[config.mk]
export PLATFORM = sky130hd
export DESIGN_NAME = axi4_lite_master
export DESIGN_NICKNAME = d
export VERILOG_FILES = /design/src/rtl/axi4_lite_pkg.sv /design/src/rtl/axi4_lite_master.sv
export SDC_FILE = /design/constraint.sdc
export NUM_CORES = 1
export LEC_CHECK = 0
export ABC_AREA = 1
export ABC_CLOCK_PERIOD_IN_PS = 2600
export CORE_ASPECT_RATIO = 1.25
export CORE_MARGIN = 10
export CORE_UTILIZATION = 30
export CTS_BUF_LIST = sky130_fd_sc_hd__clkbuf_4 sky130_fd_sc_hd__clkbuf_8
export DETAILED_ROUTE_END_ITERATION = 8
export PLACE_DENSITY = 0.69
export RECOVER_POWER = 100
export SKIP_LAST_GASP = 1
export SLEW_MARGIN = 20
export SYNTH_ARGS = -nofsm -noshare
export SYNTH_HDL_FRONTEND = slang
export SYNTH_SLANG_ARGS = --single-unit
[constraint.sdc]
create_clock -name clk -period 2.6 [get_ports clk]
set_input_delay 0.52 -clock clk [delete_from_list [all_inputs] [get_ports clk]]
set_output_delay 0.52 -clock clk [all_outputs]
set_load 0.1 [all_outputs]
[src/rtl/axi4_lite_pkg.sv]
// Shared AXI4-Lite constants and the initiator FSM state encoding.
package axi4_lite_pkg;

  localparam logic [1:0] RESP_OKAY   = 2'b00;
  localparam logic [1:0] RESP_EXOKAY = 2'b01;
  localparam logic [1:0] RESP_SLVERR = 2'b10;
  localparam logic [1:0] RESP_DECERR = 2'b11;

  localparam logic [2:0] PROT_DEFAULT = 3'b000;

  typedef enum logic [2:0] {
    ST_IDLE    = 3'd0,
    ST_WR_REQ  = 3'd1,
    ST_WR_RESP = 3'd2,
    ST_RD_REQ  = 3'd3,
    ST_RD_DATA = 3'd4,
    ST_RSP     = 3'd5
  } state_t;

endpackage

[src/rtl/axi4_lite_master.sv]
// One-at-a-time command/response to AXI4-Lite initiator; all AXI outputs registered.
// Zero-wait slave: accept-to-rsp_valid is 4 cycles for both reads and writes.
module axi4_lite_master
  import axi4_lite_pkg::*;
#(
  parameter int ADDR_WIDTH = 32,
  parameter int DATA_WIDTH = 32,
  parameter int STRB_WIDTH = DATA_WIDTH / 8
) (
  input  logic                  clk,
  input  logic                  rst_n,
  input  logic                  cmd_valid,
  output logic                  cmd_ready,
  input  logic                  cmd_write,
  input  logic [ADDR_WIDTH-1:0] cmd_addr,
  input  logic [DATA_WIDTH-1:0] cmd_wdata,
  input  logic [STRB_WIDTH-1:0] cmd_wstrb,
  output logic                  rsp_valid,
  input  logic                  rsp_ready,
  output logic                  rsp_write,
  output logic [DATA_WIDTH-1:0] rsp_rdata,
  output logic [1:0]            rsp_resp,
  output logic [ADDR_WIDTH-1:0] m_awaddr,
  output logic [2:0]            m_awprot,
  output logic                  m_awvalid,
  input  logic                  m_awready,
  output logic [DATA_WIDTH-1:0] m_wdata,
  output logic [STRB_WIDTH-1:0] m_wstrb,
  output logic                  m_wvalid,
  input  logic                  m_wready,
  input  logic [1:0]            m_bresp,
  input  logic                  m_bvalid,
  output logic                  m_bready,
  output logic [ADDR_WIDTH-1:0] m_araddr,
  output logic [2:0]            m_arprot,
  output logic                  m_arvalid,
  input  logic                  m_arready,
  input  logic [DATA_WIDTH-1:0] m_rdata,
  input  logic [1:0]            m_rresp,
  input  logic                  m_rvalid,
  output logic                  m_rready
);

  state_t                r_state;
  state_t                w_next;
  logic                  w_accept;
  logic [ADDR_WIDTH-1:0] r_addr;
  logic [DATA_WIDTH-1:0] r_wdata;
  logic [STRB_WIDTH-1:0] r_wstrb;
  logic                  r_write;
  logic                  r_awvalid, r_wvalid, r_arvalid;
  logic                  r_aw_done, r_w_done, r_ar_done;
  logic                  r_bready, r_rready;
  logic                  r_rsp_valid;
  logic [DATA_WIDTH-1:0] r_rdata;
  logic [1:0]            r_resp;

  assign w_accept = (r_state == ST_IDLE) && cmd_valid;

  // Request states advance one cycle after the handshake, via the sticky done flags.
  always_comb begin
    w_next = r_state;
    case (r_state)
      ST_IDLE:    if (cmd_valid) w_next = cmd_write ? ST_WR_REQ : ST_RD_REQ;
      ST_WR_REQ:  if (r_aw_done && r_w_done) w_next = ST_WR_RESP;
      ST_WR_RESP: if (m_bvalid && r_bready) w_next = ST_RSP;
      ST_RD_REQ:  if (r_ar_done) w_next = ST_RD_DATA;
      ST_RD_DATA: if (m_rvalid && r_rready) w_next = ST_RSP;
      ST_RSP:     if (rsp_ready) w_next = ST_IDLE;
      default:    w_next = ST_IDLE;
    endcase
  end

  always_ff @(posedge clk or negedge rst_n) begin
    if (!rst_n) begin
      r_state     <= ST_IDLE;
      r_addr      <= '0;
      r_wdata     <= '0;
      r_wstrb     <= '0;
      r_write     <= 1'b0;
      r_awvalid   <= 1'b0;
      r_wvalid    <= 1'b0;
      r_arvalid   <= 1'b0;
      r_aw_done   <= 1'b0;
      r_w_done    <= 1'b0;
      r_ar_done   <= 1'b0;
      r_bready    <= 1'b0;
      r_rready    <= 1'b0;
      r_rsp_valid <= 1'b0;
      r_rdata     <= '0;
      r_resp      <= '0;
    end else begin
      r_state     <= w_next;
      r_bready    <= (w_next == ST_WR_RESP);
      r_rready    <= (w_next == ST_RD_DATA);
      r_rsp_valid <= (w_next == ST_RSP);
      if (w_accept) begin
        r_addr    <= cmd_addr;
        r_wdata   <= cmd_wdata;
        r_wstrb   <= cmd_wstrb;
        r_write   <= cmd_write;
        r_awvalid <= cmd_write;
        r_wvalid  <= cmd_write;
        r_arvalid <= !cmd_write;
        r_aw_done <= 1'b0;
        r_w_done  <= 1'b0;
        r_ar_done <= 1'b0;
      end else begin
        if (r_awvalid && m_awready) begin
          r_awvalid <= 1'b0;
          r_aw_done <= 1'b1;
        end
        if (r_wvalid && m_wready) begin
          r_wvalid <= 1'b0;
          r_w_done <= 1'b1;
        end
        if (r_arvalid && m_arready) begin
          r_arvalid <= 1'b0;
          r_ar_done <= 1'b1;
        end
      end
      if ((r_state == ST_WR_RESP) && m_bvalid && r_bready) begin
        r_resp  <= m_bresp;
        r_rdata <= '0;
      end
      if ((r_state == ST_RD_DATA) && m_rvalid && r_rready) begin
        r_resp  <= m_rresp;
        r_rdata <= m_rdata;
      end
    end
  end

  assign cmd_ready = (r_state == ST_IDLE);
  assign rsp_valid = r_rsp_valid;
  assign rsp_write = r_write;
  assign rsp_rdata = r_rdata;
  assign rsp_resp  = r_resp;
  assign m_awaddr  = r_addr;
  assign m_awprot  = PROT_DEFAULT;
  assign m_awvalid = r_awvalid;
  assign m_wdata   = r_wdata;
  assign m_wstrb   = r_wstrb;
  assign m_wvalid  = r_wvalid;
  assign m_bready  = r_bready;
  assign m_araddr  = r_addr;
  assign m_arprot  = PROT_DEFAULT;
  assign m_arvalid = r_arvalid;
  assign m_rready  = r_rready;

endmodule

==> flow_metrics.tcl, run 1 <==
set metrics [dict create \
    die-height_microns 163 \
    pin_count 262 \
    crit_path_start_kind "flip-flop" \
    die_width_microns 134 \
    finalHoldViolCount 0 \
    finalCriticalPeriod_ns 2.24 \
    cts_made_buffers 17 \
    tightest_slew_ns 1.24 \
    required_ns 2.08 \
    cts.sink_count 115 \
    synth_warnings 0 \
    status "finished, final reports clean" \
    r2r-start "r_state[1]" \
    relSlewSlack_pct 17.4 \
    postSynthCellCount 552 \
    synth_enable_flop_cells 0 \
    rsz0062_at_grt "no" \
    crit_chain "clkbuf_1" \
    drtIter0Drc 231 \
    drc 0 \
    grt-ovfl-total 0 \
    antenna_found_initial 0 \
    max_stage_delay_ns 0.89 \
    hold_slack_ns 0.235 \
    grt_pass1_vias 4122 \
    maxSlewViolCount 0 \
    ff2ff_path_depth 6 \
    die_area_sq_mm 0.0219 \
    nets 893 \
    insertion_delay_ns 0.44 \
    grt_max_degree 42 \
    num_rows 52 \
    synth_cell_types 25 \
    place_area_sq_mm 0.00706 \
    postCtsSetupRepairBufs 0 \
    grt_pass1_wl_microns 23100 \
    hpwl_microns 11800 \
    wirelength_microns 15200 \
    wl_per_cell_microns 15.1 \
    rrSetupSlack_ns 0.53 \
    setup_tns_ns 0 \
    worstHoldPathType "in2async" \
    yosysTopAreaCellShare_pct 58.7 \
    worstSetupPathDepth 1 \
    yosysTopAreaCell "dfrtp_1" \
    post_cts_resized 0 \
    syn2layout_area_growth_pct 41.4 \
    setup_viol 0 \
    finalClockSkew_ns 0.00826 \
    htree_levels 4 \
    synth_area_leaders "dfrtp_1 59%, nand2_1 14%, o21ai_0 6.9%" \
    critPathBufInv 1 \
    critPathKind "reg2out" \
    crit_start "m_araddr[0]" \
    firstDrtPassIters 4 \
    routabilityCongestion 0.806 \
    avgSynthCellArea_sq_um 8.88 \
    crit_fanout 3 \
    cts_buffer_depth 2 \
    drive_above_1_share_pct 7.58 \
    netlist_area_sq_mm 0.00490 \
    ctsRootBufferMaster "clkbuf_8" \
    slowest_stage "clkbuf_1" \
    drtAntennaViolNets 0 \
    io_buffers 255 \
    maxCapViolations 0 \
    period_share_pct 86.2 \
    vias 4061 \
    cp.arrival_ns 1.72 \
    fin_area_sq_mm 0.00693 \
    ys_seq_area_share_pct 58.7 \
    cts_hold_buf 0 \
    async_reset_ff_share_pct 100 \
    start_util_pct 30.4 \
    viasPerCell 4.03 \
    fmax_ghz 0.446 \
    ys.flop_type "dfrtp_1" \
    clk_pin_slew_ns 0.07 \
    ys_ff_latch 115 \
    n_antenna_cell 0 \
    cp-end-kind "output pin" \
    cts_tree "built" \
    grt_use_total_pct 13.7 \
    crit_family "buffers and inverters" \
    design.core.area_sq_mm 0.0161 \
]
area by class of cell:
type                            count  area [sq um]
Fill cell                        1717          9210
Sequential cell                   115          2880
Timing Repair Buffer              263          1740
Multi-Input combinational cell    295          1260
Inverter                           87           327
Tap cell                          216           270
Clock buffer                       20           263
Clock inverter                     12           185
through the flow:
stage	cells	utilization, %	setup slack, ns
global route	1008	43.0	0.285
global placement	976	43.8	0.607
floorplan	557	-	0.422
finish	1008	43.0	0.360
CTS	1008	46.6	0.631
detailed placement	976	43.8	0.558
worst paths after layout:
| check | endpoint |
|---|---|
| worst min register to register | rsp_rdata[30] |
| worst max-delay path | m_awaddr[0] |
| max in group asynchronous | rsp_rdata[21] |
| min in group clk | rsp_rdata[30] |
| worst min-delay path | rsp_rdata[10] |
| worst max register to register | rsp_rdata[14] |
layer usage:
layer	up-vias	global-route usage [%]	part of all wire (%)
met4	0	6.05	2.5
met3	22	5.46	7.0
met2	131	24.1	53
met5	-	0	0
met1	1834	14.0	37
li1	2074	-	-
worst reg2reg max path, delay by kind of cell, from the launching register on:
kind	cells	cell delay, ns
buffers and inverters	2	0.73
AND/OR/NAND/NOR	4	0.84
flip-flops	1	0.44
synth_stat cells, types with 2 or more instances:
master,count
nor2_1,8
buf_6,5
buf_2,6
nand2_1,189
inv_1,84
nand4_1,2
nand3_2,3
o21ai_0,68
nor2_4,2
dfrtp_1,115
inv_2,2
nand2_2,2
buf_4,44
o21ai_1,3
clkbuf_2,5
a31oi_1,2
nand3_1,4
registers in the layout (all words and copies together), names as in the netlist, 2 cells and up:
register   cells
m_araddr      32
m_wdata       32
rsp_resp       2
rsp_rdata     32
m_wstrb        4
r_state        3
layout by cell type, fill, tap and decap left out, types with 6 or more instances in the layout:
master,n
clkbuf_1,130
clkbuf_2,18
clkbuf_8,18
clkdlybuf4s50_1,112
clkinv_2,7
conb_1,6
dfrtp_1,115
inv_1,85
nand2_1,191
nor2_1,9
o21ai_0,70
kinds of logic (layout without fill, tap and decap cells):
| logic type | after synthesis | in the layout | share of synthesized area (%) |
|---|---|---|---|
| AOI/OAI and AO/OA | 75 | 75 | 7.76 |
| buffers and inverters | 147 | 382 | 15.7 |
| DFF | 115 | 115 | 58.7 |
| other | 1 | 6 | 0.0765 |
| and+or+nand+nor | 214 | 214 | 17.7 |
Power of run 1 is left out: the tool's default activity adds up to more than one toggle a clock period on the data nets, which glitch-free logic cannot reach.
==> run 2, diff against run 1 <==
CORE_ASPECT_RATIO = 0.5   (was 1.25)
==> run 2 against run 1 <==
Net effect: die area is 1.3% higher; setup slack worse by 0.0047 ns; utilization is 0.95 points higher; wire length is 1.2% higher; register-to-register slack better by 0.04 ns; first-iteration DRC count is 20% lower; worst hold slack better by 0.067 ns.
==> flow_metrics.tcl, run 2 (synthesis gave the netlist of run 1 again) <==
set metrics [dict create \
    status "finished, final reports clean" \
    required_ns 2.08 \
    maxCapViolations 0 \
    cts_hold_buf 0 \
    n_antenna_cell 0 \
    syn2layout_area_growth_pct 40.6 \
    cts_made_buffers 17 \
    finalClockSkew_ns 0.0138 \
    crit_chain "clkbuf_1" \
    period_share_pct 86.3 \
    grt_pass1_vias 4106 \
    clk_pin_slew_ns 0.08 \
    firstDrtPassIters 4 \
    grt_pass1_wl_microns 23200 \
    postCtsSetupRepairBufs 0 \
    maxSlewViolCount 0 \
    crit_path_start_kind "flip-flop" \
    critPathBufInv 1 \
    setup_tns_ns 0 \
    cts_buffer_depth 2 \
    vias 4073 \
    cts.sink_count 115 \
    die_width_microns 201 \
    setup_ws_ns 0.355 \
    tightest_slew_ns 1.25 \
    viasPerCell 4.03 \
    r2r_end "m_awvalid" \
    grt_max_degree 101 \
    setup_viol 0 \
    pin_count 262 \
    finalHoldViolCount 0 \
    num_rows 32 \
    max_stage_delay_ns 0.89 \
    design.core.area_sq_mm 0.0157 \
    crit_family "buffers and inverters" \
    final_common_cell "nand2_1" \
    rrSetupSlack_ns 0.57 \
    grt-ovfl-total 0 \
    drc 0 \
    cp.arrival_ns 1.72 \
    rsz0062_at_grt "no" \
    ff2ff_path_depth 5 \
    worstHoldPathType "in2async" \
    drive_above_1_share_pct 5.82 \
    post_cts_resized 0 \
    cts_tree "built" \
    die-height_microns 110 \
    ctsRootBufferMaster "clkbuf_8" \
    drtIter0Drc 184 \
    wl_per_cell_microns 15.2 \
    layout_common_cells "191 x nand2_1, 142 x clkbuf_1, 115 x dfrtp_1" \
    r2r-start "r_state[2]" \
    cp-end-kind "output pin" \
    wirelength_microns 15400 \
    grt_use_total_pct 13.3 \
    routabilityCongestion 0.787 \
    die_area_sq_mm 0.0222 \
    relSlewSlack_pct 16.7 \
    drtAntennaViolNets 0 \
    crit_start "m_araddr[5]" \
    critPathKind "reg2out" \
    hpwl_microns 12000 \
    fmax_ghz 0.445 \
    insertion_delay_ns 0.42 \
    slowest_stage "clkbuf_1" \
    crit_fanout 3 \
    start_util_pct 31.2 \
    finalCriticalPeriod_ns 2.24 \
    nFillCells 1695 \
    nets 891 \
    antenna_found_initial 0 \
    io_buffers 255 \
    pre_cts_ws_ns 0.661 \
    htree_levels 4 \
]
==> run 2: changes by cell type in the layout (fill, tap and decap cells not counted), moves of 2 or more <==
cell,previous run,this run
clkbuf_1,130,142
clkinvlp_4,0,5
clkinv_2,7,3
clkbuf_4,2,0
clkbuf_2,18,4
buf_4,0,2
==> run 2: worst max path at each step <==
stage,to,slack [ns],cells past startpoint
finish,m_awaddr[5],0.36,1
global route,m_awaddr[3],0.31,1
CTS,cmd_ready,0.66,2
detailed placement,m_araddr[31],0.66,4
global placement,m_awvalid,0.67,5
floorplan,cmd_ready,0.42,1
==> run 2: metal layers <==
metal	track usage, %	vias to the layer above	routed length [microns]
met3	3.15	20	506
li1	-	2057	-
met2	26.5	75	8760
met5	0	-	0
met1	13.6	1921	5810
met4	5.10	0	297
==> run 2: area by class of cell <==
class                           instances  area (sq um)  share of cell area, %
Sequential cell                       115          2880                   41.8
Timing Repair Buffer                  261          1710                   24.8
Tap cell                              221           277                   4.01
Multi-Input combinational cell        295          1260                   18.2
Clock buffer                           19           262                   3.80
Clock inverter                         13           181                   2.63
Inverter                               87           327                   4.74
==> run 2: through the flow <==
| step | instance area (sq um) | hold WS (ns) | utilization (%) | instances |
|---|---|---|---|---|
| detailed placement | 7030 | 0.459 | 44.8 | 979 |
| finish | 6890 | 0.302 | 43.9 | 1011 |
| floorplan | 4920 | 0.224 | - | 557 |
| global route | 6890 | 0.365 | 43.9 | 1011 |
| global placement | 7030 | 0.456 | 44.8 | 979 |
| CTS | 7470 | 0.101 | 47.6 | 1011 |
Power of run 2 is left out for the same reason.
==> run 3, diff against run 2 <==
CELL_PAD_IN_SITES_DETAIL_PLACEMENT = 1   (was unset)
CELL_PAD_IN_SITES_GLOBAL_PLACEMENT = 1   (was unset)
PLACE_DENSITY = 0.91   (was 0.69)
==> run 3 against run 2 <==
Net effect: non-clock buffer count increased by 1; flip-flop and latch count unchanged; final area increased by 0.49%; highest routed layer unchanged; count of clock-buffer cells in the layout unchanged.
==> flow_metrics.tcl, run 3 (synthesis gave the netlist of run 1 again) <==
set metrics [dict create \
    status "finished, final reports clean" \
    cts.sink_count 115 \
    rsz0062_at_grt "no" \
    maxSlewViolCount 0 \
    nFillCells 1948 \
    cts_tree "built" \
    nets 892 \
    die_width_microns 201 \
    critPathBufInv 1 \
    post_cts_resized 0 \
    endpoint "rsp_resp[1]" \
    n_antenna_cell 0 \
    cp-end-kind "output pin" \
    syn2layout_area_growth_pct 41.3 \
    ctsRootBufferMaster "clkbuf_8" \
    crit_family "buffers and inverters" \
    layout_common_cells "189 x nand2_1, 122 x clkbuf_1, 115 x dfrtp_1" \
    period_share_pct 86.5 \
    wl_per_cell_microns 18.4 \
    regArea_sq_mm 0.00288 \
    worstSetupPathDepth 1 \
    crit_start "rsp_resp[1]" \
    critPathKind "reg2out" \
    max_stage_delay_ns 0.94 \
    drc 0 \
    grt_max_degree 56 \
    wirelength_microns 18600 \
    num_rows 32 \
    grt-ovfl-total 0 \
    grt_use_total_pct 16.3 \
    antenna_found_initial 0 \
    slowest_stage "clkbuf_1" \
    htree_levels 4 \
    vias 4341 \
    crit_fanout 2 \
    crit_path_start_kind "flip-flop" \
    setup_tns_ns 0 \
    die_area_sq_mm 0.0222 \
    clk_pin_slew_ns 0.08 \
    drtIter0Drc 308 \
    pin_count 262 \
    crit_chain "clkbuf_1" \
    grt_pass1_wl_microns 28000 \
    rrSetupSlack_ns 0.54 \
    relSlewSlack_pct 14.8 \
    final_common_cell "nand2_1" \
    drive_above_1_share_pct 8.85 \
    viasPerCell 4.29 \
    io_buffers 255 \
    cp.arrival_ns 1.73 \
    fmax_ghz 0.445 \
    routabilityCongestion 0.788 \
    hpwl_microns 14500 \
    firstDrtPassIters 4 \
    worstHoldPathType "reg2reg" \
    r2r-start "r_state[1]" \
    finalClockSkew_ns 0.0160 \
    design.core.area_sq_mm 0.0157 \
    r2r_end "m_rready" \
    multi_input_area_sq_mm 0.00128 \
    ff2ff_path_depth 6 \
    die-height_microns 110 \
    tightest_slew_ns 1.28 \
    grt_pass1_vias 4805 \
    cts_buffer_depth 2 \
    cts_made_buffers 17 \
    finalHoldViolCount 0 \
    insertion_delay_ns 0.43 \
    finalCriticalPeriod_ns 2.25 \
    setup_viol 0 \
    drtAntennaViolNets 0 \
    required_ns 2.08 \
    start_util_pct 31.2 \
    maxCapViolations 0 \
]
[run 3: cell count changes in the layout (fill, tap and decap cells not counted), moves of 3 or more]
cell,previous run,this run
buf_12,1,4
buf_4,2,6
bufinv_16,4,1
clkbuf_1,142,122
clkbuf_2,4,16
clkinv_4,0,3
[run 3: per-layer routing]
metal	wire [microns]	share of wire (%)	global-route usage [%]
met1	6730	36	15.7
met2	10600	57	32.9
met3	569	3.1	3.64
met4	669	3.6	8.37
met5	0	0	0
[run 3: final cells by class]
class	count	share of cell area [%]
Tap cell	221	3.99
Clock buffer	19	3.60
Inverter	87	4.72
Sequential cell	115	41.6
Multi-Input combinational cell	295	18.5
Timing Repair Buffer	262	26.0
Clock inverter	13	1.64
[run 3: how the worst min path moves through the flow]
| stage | from | to | slack [ns] | cells past startpoint |
|---|---|---|---|---|
| 6_report | rsp_rdata[27] | rsp_rdata[27] | 0.47 | 2 |
| 5_1_grt | rsp_rdata[16] | rsp_rdata[16] | 0.50 | 2 |
| 4_1_cts | rsp_rdata[0] | rsp_rdata[0] | 0.48 | 2 |
| 3_5_place_dp | rst_n | m_wdata[2] | 0.39 | 1 |
| 3_3_place_gp | rst_n | m_wstrb[1] | 0.39 | 1 |
| 2_1_floorplan | rst_n | m_araddr[0] | 0.22 | 0 |
[run 3: stage by stage]
stage               util, %  hold WS, ns  instance area [sq um]  setup WS (ns)  cells
floorplan                 -        0.224                   4920          0.422    557
detailed placement     45.0        0.393                   7060          0.422    979
CTS                    47.3        0.481                   7430          0.680   1012
global placement       45.0        0.385                   7060          0.545    979
global route           44.1        0.501                   6920          0.310   1012
finish                 44.1        0.475                   6920          0.350   1012
[run 3: repair_timing]
item | 4_1_cts | 5_1_grt
hold buffers | 1 | 0
hold endpoints to repair | 10 | 0
buffers inserted | 0 | 0
Power of run 3 is left out for the same reason.
